<file path="src/rtl/frame_cell_if.sv">
// Ingress-side and core-side signals of the frame cell segmenter.
// The master modport is the segmenter; the slave modport is its environment.
interface frame_cell_if;
   logic         hdr_valid;
   logic         hdr_ready;
   logic [11:0]  hdr_len;
   logic [3:0]   hdr_portmap;
   logic [127:0] in_data;
   logic         in_valid;
   logic         in_last;
   logic         in_ready;
   logic [127:0] cell_data_din;
   logic         cell_data_wr;
   logic [15:0]  cell_ptr_din;
   logic         cell_ptr_wr;
   logic         cell_bp;
   logic [15:0]  drop_cnt;

   modport master (
      input  hdr_valid, hdr_len, hdr_portmap, in_data, in_valid, in_last, cell_bp,
      output hdr_ready, in_ready, cell_data_din, cell_data_wr, cell_ptr_din,
             cell_ptr_wr, drop_cnt
   );

   modport slave (
      output hdr_valid, hdr_len, hdr_portmap, in_data, in_valid, in_last, cell_bp,
      input  hdr_ready, in_ready, cell_data_din, cell_data_wr, cell_ptr_din,
             cell_ptr_wr, drop_cnt
   );
endinterface

</file>
<file path="src/rtl/frame_cell_segmenter.sv">
// Cuts descriptor-plus-data frames into 64-byte cells for the switch core,
// zero-pads the last cell and then writes one pointer word per frame.
module frame_cell_segmenter #(
   parameter int MAX_LEN        = 1536,
   parameter int WORDS_PER_CELL = 4
) (
   input logic        clk,
   input logic        rst,
   frame_cell_if.master bus
);

   typedef enum logic [2:0] {IDLE, DATA, PAD, PTR, DROP} state_t;

   localparam logic [11:0] MAX_LEN_W  = 12'(MAX_LEN);
   localparam int          CELL_SHIFT = $clog2(WORDS_PER_CELL);

   state_t        state_q, state_d;
   logic [7:0]    word_cnt_q, word_cnt_d;
   logic [7:0]    exp_words_q, exp_words_d;
   logic [5:0]    cells_q, cells_d;
   logic [3:0]    portmap_q, portmap_d;
   logic [127:0]  data_din_q, data_din_d;
   logic          data_wr_q, data_wr_d;
   logic [15:0]   ptr_din_q, ptr_din_d;
   logic          ptr_wr_q, ptr_wr_d;
   logic [15:0]   drop_cnt_q, drop_cnt_d;
   logic          hdr_ready_c, in_ready_c;

   logic          hdr_bad;
   logic [7:0]    tot_words;
   logic [7:0]    cnt_inc;
   logic [7:0]    cnt_after;

   assign hdr_bad   = (bus.hdr_portmap == 4'd0) || (bus.hdr_len == 12'd0) ||
                      (bus.hdr_len > MAX_LEN_W);
   assign tot_words = 8'({2'b00, cells_q} << CELL_SHIFT);
   assign cnt_inc   = word_cnt_q + 8'd1;
   // Words beyond the descriptor length are swallowed without advancing the count.
   assign cnt_after = (word_cnt_q < exp_words_q) ? cnt_inc : word_cnt_q;

   always_comb begin
      state_d     = state_q;
      word_cnt_d  = word_cnt_q;
      exp_words_d = exp_words_q;
      cells_d     = cells_q;
      portmap_d   = portmap_q;
      data_din_d  = data_din_q;
      data_wr_d   = 1'b0;
      ptr_din_d   = ptr_din_q;
      ptr_wr_d    = 1'b0;
      drop_cnt_d  = drop_cnt_q;
      hdr_ready_c = 1'b0;
      in_ready_c  = 1'b0;
      case (state_q)
         IDLE: begin
            hdr_ready_c = bus.hdr_valid && !bus.cell_bp;
            if (hdr_ready_c) begin
               if (hdr_bad) begin
                  state_d = DROP;
                  if (drop_cnt_q != 16'hFFFF) drop_cnt_d = drop_cnt_q + 16'd1;
               end else begin
                  state_d     = DATA;
                  word_cnt_d  = 8'd0;
                  exp_words_d = 8'(({1'b0, bus.hdr_len} + 13'd15) >> 4);
                  cells_d     = 6'(({1'b0, bus.hdr_len} + 13'd63) >> 6);
                  portmap_d   = bus.hdr_portmap;
               end
            end
         end
         DATA: begin
            in_ready_c = 1'b1;
            if (bus.in_valid) begin
               if (word_cnt_q < exp_words_q) begin
                  data_wr_d  = 1'b1;
                  data_din_d = bus.in_data;
               end
               word_cnt_d = cnt_after;
               if (bus.in_last) state_d = (cnt_after == tot_words) ? PTR : PAD;
            end
         end
         PAD: begin
            data_wr_d  = 1'b1;
            data_din_d = 128'h0;
            word_cnt_d = cnt_inc;
            if (cnt_inc == tot_words) state_d = PTR;
         end
         PTR: begin
            // Registered strobe lands one cycle after the final data write.
            ptr_wr_d  = 1'b1;
            ptr_din_d = {4'b0000, portmap_q, 2'b00, cells_q};
            state_d   = IDLE;
         end
         DROP: begin
            in_ready_c = 1'b1;
            if (bus.in_valid && bus.in_last) state_d = IDLE;
         end
         default: state_d = IDLE;
      endcase
   end

   always_ff @(posedge clk or posedge rst) begin
      if (rst) begin
         state_q     <= IDLE;
         word_cnt_q  <= 8'd0;
         exp_words_q <= 8'd0;
         cells_q     <= 6'd0;
         portmap_q   <= 4'd0;
         data_din_q  <= 128'h0;
         data_wr_q   <= 1'b0;
         ptr_din_q   <= 16'h0;
         ptr_wr_q    <= 1'b0;
         drop_cnt_q  <= 16'h0;
      end else begin
         state_q     <= state_d;
         word_cnt_q  <= word_cnt_d;
         exp_words_q <= exp_words_d;
         cells_q     <= cells_d;
         portmap_q   <= portmap_d;
         data_din_q  <= data_din_d;
         data_wr_q   <= data_wr_d;
         ptr_din_q   <= ptr_din_d;
         ptr_wr_q    <= ptr_wr_d;
         drop_cnt_q  <= drop_cnt_d;
      end
   end

   assign bus.hdr_ready     = hdr_ready_c && !rst;
   assign bus.in_ready      = in_ready_c;
   assign bus.cell_data_din = data_din_q;
   assign bus.cell_data_wr  = data_wr_q;
   assign bus.cell_ptr_din  = ptr_din_q;
   assign bus.cell_ptr_wr   = ptr_wr_q;
   assign bus.drop_cnt      = drop_cnt_q;

endmodule

</file>
<file path="src/flat_wrapper.sv">
// flat-port wrapper written by rule: the top's interface ports become plain ports
module frame_cell_segmenter_flat 
#(
   parameter int MAX_LEN        = 1536,
   parameter int WORDS_PER_CELL = 4
)
  (clk, rst, bus_hdr_valid, bus_hdr_len, bus_hdr_portmap, bus_in_data, bus_in_valid, bus_in_last, bus_cell_bp, bus_hdr_ready, bus_in_ready, bus_cell_data_din, bus_cell_data_wr, bus_cell_ptr_din, bus_cell_ptr_wr, bus_drop_cnt);
  frame_cell_if bus_i ();
  input logic clk;
  input logic rst;
  input wire logic [$bits(bus_i.hdr_valid)-1:0] bus_hdr_valid;
  input wire logic [$bits(bus_i.hdr_len)-1:0] bus_hdr_len;
  input wire logic [$bits(bus_i.hdr_portmap)-1:0] bus_hdr_portmap;
  input wire logic [$bits(bus_i.in_data)-1:0] bus_in_data;
  input wire logic [$bits(bus_i.in_valid)-1:0] bus_in_valid;
  input wire logic [$bits(bus_i.in_last)-1:0] bus_in_last;
  input wire logic [$bits(bus_i.cell_bp)-1:0] bus_cell_bp;
  output wire logic [$bits(bus_i.hdr_ready)-1:0] bus_hdr_ready;
  output wire logic [$bits(bus_i.in_ready)-1:0] bus_in_ready;
  output wire logic [$bits(bus_i.cell_data_din)-1:0] bus_cell_data_din;
  output wire logic [$bits(bus_i.cell_data_wr)-1:0] bus_cell_data_wr;
  output wire logic [$bits(bus_i.cell_ptr_din)-1:0] bus_cell_ptr_din;
  output wire logic [$bits(bus_i.cell_ptr_wr)-1:0] bus_cell_ptr_wr;
  output wire logic [$bits(bus_i.drop_cnt)-1:0] bus_drop_cnt;
  assign bus_i.hdr_valid = bus_hdr_valid;
  assign bus_i.hdr_len = bus_hdr_len;
  assign bus_i.hdr_portmap = bus_hdr_portmap;
  assign bus_i.in_data = bus_in_data;
  assign bus_i.in_valid = bus_in_valid;
  assign bus_i.in_last = bus_in_last;
  assign bus_i.cell_bp = bus_cell_bp;
  assign bus_hdr_ready = bus_i.hdr_ready;
  assign bus_in_ready = bus_i.in_ready;
  assign bus_cell_data_din = bus_i.cell_data_din;
  assign bus_cell_data_wr = bus_i.cell_data_wr;
  assign bus_cell_ptr_din = bus_i.cell_ptr_din;
  assign bus_cell_ptr_wr = bus_i.cell_ptr_wr;
  assign bus_drop_cnt = bus_i.drop_cnt;
  frame_cell_segmenter #(.MAX_LEN(MAX_LEN), .WORDS_PER_CELL(WORDS_PER_CELL)) u_core (.clk(clk), .rst(rst), .bus(bus_i));
endmodule
</file>
<file path="config.mk">
export PLATFORM = sky130hd
export DESIGN_NAME = frame_cell_segmenter_flat
export DESIGN_NICKNAME = d
export VERILOG_FILES = /design/src/rtl/frame_cell_if.sv /design/src/rtl/frame_cell_segmenter.sv /design/src/flat_wrapper.sv
export SDC_FILE = /design/constraint.sdc
export NUM_CORES = 1
export LEC_CHECK = 0
export CAP_MARGIN = 0
export CORE_ASPECT_RATIO = 1.2
export CORE_MARGIN = 8
export CORE_UTILIZATION = 45
export DETAILED_ROUTE_END_ITERATION = 7
export PLACE_DENSITY_LB_ADDON = 0.2
export SETUP_SLACK_MARGIN = 0.15
export SYNTH_ARGS = -nofsm -noshare
export SYNTH_HDL_FRONTEND = slang
export SYNTH_SLANG_ARGS = --single-unit
</file>
<file path="constraint.sdc">
create_clock -name clk -period 7.8 [get_ports clk]
set_input_delay 0.78 -clock clk [delete_from_list [all_inputs] [get_ports clk]]
set_output_delay 0.78 -clock clk [all_outputs]
set_load 0.02 [all_outputs]
</file>
Word-level counts from Yosys, hierarchy flattened
Cells that the tools add are included.

operators by class
  equality and inequality tests = 14
  $lt $le $gt $ge = 2
  reduce and logical (&&, ||, !) cells = 18
  muxes and demuxes = 22
  add/subtract/negate cells = 4
  bitwise operators = 1

operator list
  cell                                                    count
  2-to-1 mux 128 bit                                      2
  one-hot mux 128 bit (2 select lines)                    1
  2-to-1 mux 8 bit                                        4
  one-hot mux 8 bit (3 select lines)                      1
  2-to-1 mux 3 bit                                        6
  adder 16 x 1 -> 16 bit (second input constant)          1
  equality test 8 bit                                     2
  inequality test 16 bit (second input constant)          1
  adder 12 x 4 -> 12 bit (second input constant)          1
  adder 12 x 6 -> 12 bit (second input constant)          1
  > comparator 12 x 11 -> 1 bit (second input constant)   1
  zero test 12 bit                                        1
  one-hot mux 3 bit (4 select lines)                      1
  adder 8 x 1 -> 8 bit (second input constant)            1
  < comparator 8 bit                                      1
  inequality test 2 x 1 -> 1 bit (second input constant)  4
  AND reduction 4 bit                                     2
  equality test 3 x 2 -> 1 bit (second input constant)    2
  2-to-1 mux 1 bit                                        6
  inequality test 2 bit (second input constant)           3
  AND reduction 3 bit                                     2
  AND reduction 5 bit                                     1
  zero test 4 bit                                         1
  equality test 3 x 1 -> 1 bit (second input constant)    1
  10 further kinds                                        14

word-level totals
  bits in registers = 185
  logic and storage cells = 71
  bits of input ports = 150
  output and inout port bits = 164

Logic depth before layout (Yosys ltp)
  word-level depth = 7
  depth in mapped cells = 11

Worst setup path after synthesis
OpenSTA, ideal clock, no wires.

  path kind = input-to-output
  from = input rst
  to = output bus_hdr_ready
  data required time = 7020 ps
  cell stages on the path = 2
  arrival time = 5182 ps
  setup slack = 1838 ps
  path through = inv_1 > and2_1

between the ends
  word-level cells in the longest chain between the ends = 2

ends and longest elaborated chain
  what                       RTL line                     source
  from (decl)                flat_wrapper.sv:10           input logic rst;
  zero test 1 bit (no line)  -
  logical AND 1 bit          frame_cell_segmenter.sv:127  assign bus.hdr_ready = hdr_ready_c && !rst;
  to (decl)                  flat_wrapper.sv:18           output wire logic [$bits(bus_i.hdr_ready)-1:0] bus_hdr_ready;

Every way passes these cells.

Final worst setup path
  from = register u_core.word_cnt_q[5]
  to = register u_core.data_din_q[80], in the netlist u_core.bus.cell_data_din[80]

between the ends
  word-level cells in the longest chain between the ends = 3

ends and longest elaborated chain
  what                                      RTL line                     source
  from (decl)                               frame_cell_segmenter.sv:18   logic [7:0] word_cnt_q, word_cnt_d;
  from (signal assigned)                    frame_cell_segmenter.sv:115  word_cnt_q <= word_cnt_d;
  < comparator 8 bit                        frame_cell_segmenter.sv:73   if (word_cnt_q < exp_words_q) begin
  inequality test 2 x 1 -> 1 bit (no line)  -
  AND reduction 3 bit (no line)             -
  to (signal assigned)                      frame_cell_segmenter.sv:119  data_din_q <= data_din_d;
  to (decl)                                 frame_cell_segmenter.sv:22   logic [127:0] data_din_q, data_din_d;

Every way passes these cells.
A chain may end at the register's enable or synchronous reset.

==> summary by stage <==
Status
The run finished with clean final reports.

Layout
In the final layout, the share of cells above drive strength 1 is 5.01%. The net count of the finished layout is between 1,000 and 1,500. In the layout the commonest cells are nand2_1, clkdlybuf4s50_1, dfrtp_1.

The area added between synthesis and finish is 44.3%.

Drt
For this block, the via count after detailed routing is 7,329. The count of nets left with antenna violations after detail routing is 0. After detailed routing, the average wire length per cell comes to 18.1 µm. The violation count after the first detailed-routing iteration is 477. The residual DRC count is 0. The routed wire length is between 20 and 30 mm.

The average via count per standard cell is 5.15. The number of optimization iterations in the first detailed-route pass is 5.

Yosys
The area fraction in compound gates after synthesis is 5.04%. The distinct cell type count of the synthesized netlist is between 50 and 60. The mean cell area of the mapped netlist is 9.13 µm². In this run, synthesis produced a sequential element count of 185. The dominant combinational cell family by area after synthesis is simple AND/OR/NAND/NOR gates. The most used flip-flop cell after synthesis is dfrtp_1. In this run, synthesis inferred 0 flip-flops with an integrated enable.

Summing every instance area after synthesis gives 8360 µm². Yosys printed 0 warnings. The post-synthesis xor/xnor area fraction is 3.98%. After Yosys synthesis, and, or, nand and nor cells account for about 28% of the synthesized area.

The part of the Yosys area used for sequential elements is 55.4%. The post-synthesis async set-or-reset flop share is 100%. The area share of fa/ha/maj cells after synthesis is 1.35%. The synthesized instance count is slightly above 900. The mux contribution to synthesized area is about 1.3%.

Clock network
The total CTS buffers is 17. The clock root buffer master is clkbuf_16. The longest clock path from root to sink contains 2 buffers. The clock input transition at the sequential cells of the worst setup and hold paths is 0.07 ns. The number of sinks on the clock net is 185. The number of H-tree levels is 4.

At the later pin of the worst-skew pair, clock insertion delay measures 0.42 ns. The number of gates resized after CTS was 0. After clock tree synthesis, the flow added hold-fix buffers numbering 0. Buffers added to address setup during post-CTS repair amount to 0. The clock tree from TritonCTS is yes.

Worst setup path
The maximum fanout along the worst path is 99. For the worst setup path, the data arrival time is between 4 and 5 ns. The critical path goes through ha_1, and3_1, a221oi_2, o211ai_2, a21o_4, inv_4, buf_4, nand3_1, nand2_1.

In this design, the largest share of critical-path delay is due to buffers and inverters. The worst setup path is of the register to register kind. The critical path contains buffers and inverters numbering 2 combined. STA classifies the critical path startpoint as a register. STA classifies the critical path endpoint as a register. The critical path's slowest cell is buf_4. The largest single stage delay on the critical path is 0.84 ns. The data required time at the worst endpoint is 8.15 ns.

STA
The worst slew slack as a fraction of its limit is 30.0%. The total negative setup slack is 0 ns. The final count of negative-setup-slack endpoints is 0. The final critical-path required period is between 3 and 4 ns. Setup slack on the critical path of the routed design comes to 4.08 ns.

The highest attainable clock frequency is 269 MHz. The worst path uses a little under half of the clock period. Setup repair after global routing left no endpoint under its margin. The count of final max-slew check failures was 0.

The worst setup skew after layout is 0.0101 ns. The count of endpoints failing hold in the final timing report is 0. The slew of the pin with the lowest slew margin is 1.05 ns.

GRT
The number of antenna violations at the first check in global routing is 3. The pin count of the biggest net entering global routing is 152. The combined global-route utilization of all metal layers is 21.7%. The via count of the first global-routing pass is 7,224.

After global routing the overflow that remains totals 0. The global-route wire length before repair is ~40 mm.

Placed design
During placement, the flow inserted port buffers numbering 307. The placed wire-length estimate is 18.6 mm. The worst setup slack after placement is approximately 4.2 ns. The routability congestion estimate is 0.858.

Die
The x dimension of the die is 140 µm. 314 I/O pins were placed. Once the floorplan was initialized, standard cells occupied 46.0% of the core. The area of the die is 23,200 µm². The die extent in y is 165 µm. The core outline area is 18,200 µm².

Row generation in the floorplan step produced 54 rows.

Job
The tool flagged a number of max-cap violations equal to 0.

Power and ir drop
The worst IR drop on VDD is roughly 0.2 mV. In this run the static leakage power is ~5.7 nW. Dividing total power by cell area gives a power density of about 410 nW/µm².

Min path
The worst min-delay path category is register to register.
-- synth_stat cells, drive strengths merged (2+ instances only) --
| library cell | number | area [µm²] |
|---|---|---|
| xor2 | 13 | 114 |
| nand3 | 142 | 711 |
| nor2b | 6 | 37.5 |
| nor2 | 25 | 93.8 |
| nand2 | 307 | 1150 |
| and3 | 9 | 56.3 |
| nand4 | 5 | 31.3 |
| a21o | 4 | 30.0 |
| nor4 | 4 | 37.5 |
| o31ai | 2 | 15.0 |
| mux2 | 10 | 113 |
| xnor2 | 25 | 219 |
| inv | 16 | 60.1 |
| a31oi | 12 | 90.1 |
| o211ai | 4 | 35.0 |
| a21oi | 14 | 81.3 |
| dfrtp | 185 | 4630 |
| or3 | 2 | 12.5 |
| and4 | 6 | 52.6 |
| and2 | 3 | 18.8 |
| ha | 9 | 113 |
| o21a | 2 | 15.0 |
| buf | 38 | 228 |
| o21ai | 15 | 75.1 |
| nor3 | 9 | 55.1 |
| clkbuf | 26 | 98.8 |
| nand2b | 6 | 37.5 |
-- final timing paths --
kind                            depth (start not counted)                           end                          from  slack, ns
max in group asynchronous                               3  u_core.bus.cell_data_din[72]                           rst       5.92
worst min register to register                          2  u_core.bus.cell_data_din[58]  u_core.bus.cell_data_din[58]       0.46
worst max register to register                          9  u_core.bus.cell_data_din[80]          u_core.word_cnt_q[5]       4.08
worst min-delay path                                    2  u_core.bus.cell_data_din[58]  u_core.bus.cell_data_din[58]       0.46
min in group asynchronous                               2  u_core.bus.cell_data_din[95]                           rst       0.73
worst max-delay path                                    9  u_core.bus.cell_data_din[80]          u_core.word_cnt_q[5]       4.08
-- registers in the layout, indices dropped and copies added, names as in the netlist --
name	flops
u_core.bus.cell_ptr_din	10
u_core.bus.cell_ptr_wr	1
u_core.bus.cell_data_din	128
u_core.state_q	3
u_core.portmap_q	4
u_core.cells_q	6
u_core.word_cnt_q	8
u_core.exp_words_q	8
u_core.bus.drop_cnt	16
u_core.bus.cell_data_wr	1
-- stage by stage --
stage	power (W)	std cells	hold slack, ns	cell area [µm²]	utilization [%]
after floorplan	0.00304	920	0.433	8380	-
after global placement	0.00404	1391	0.444	11500	63.1
after detailed placement	0.00411	1391	0.454	11500	63.1
after CTS	0.00498	1422	0.469	12100	66.3
after global routing	0.00525	1422	0.483	12100	66.3
final	0.00493	1424	0.465	12100	66.3
-- power breakdown --
| part | leakage (nW) | switching, W | internal, W |
|---|---|---|---|
| sequential | 2.33 | 0.000249 | 0.00137 |
| combinational | 3.06 | 0.00144 | 0.00100 |
| clock | 0.286 | 0.000396 | 0.000468 |
| total | 5.68 | 0.00208 | 0.00284 |
-- logic make-up after synthesis --
family                   count (synthesis)
buffers and inverters                   80
XOR/XNOR                                38
AND/OR/NAND/NOR                        531
other                                    1
AO/OA/AOI/OAI                           61
flip-flops                             185
multiplexers                            10
adder cells (fa/ha/maj)                  9
-- cell type report --
| type | instances | area, µm² |
|---|---|---|
| fillers | 1502 | 6120 |
| flip-flops and latches | 185 | 4630 |
| multi-input cells | 655 | 3380 |
| repair buffers | 311 | 3120 |
| clock buffers | 19 | 453 |
| well taps | 224 | 280 |
| clock inverters | 12 | 130 |
| inverters | 16 | 67.6 |
| diodes | 2 | 5.00 |
-- worst reg2reg max path, cell delays in order (launching register included) --
cell,delay [ns]
dfrtp_1,0.54
ha_1,0.30
and3_1,0.20
a221oi_2,0.36
o211ai_2,0.21
a21o_4,0.42
inv_4,0.35
buf_4,0.86
nand3_1,0.28
nand2_1,0.13
-- layer usage --
layer  GRT usage (%)  wire length [µm]  up-vias  part of all wire, %
li1                -                 -     3564                    -
met1            24.8             10000     3467                   39
met2            37.8             13300      255                   52
met3            6.96              1900       37                  7.4
met4            7.76               540        6                  2.1
met5               0                38        -                 0.15
(Power assumes the default switching activity.)
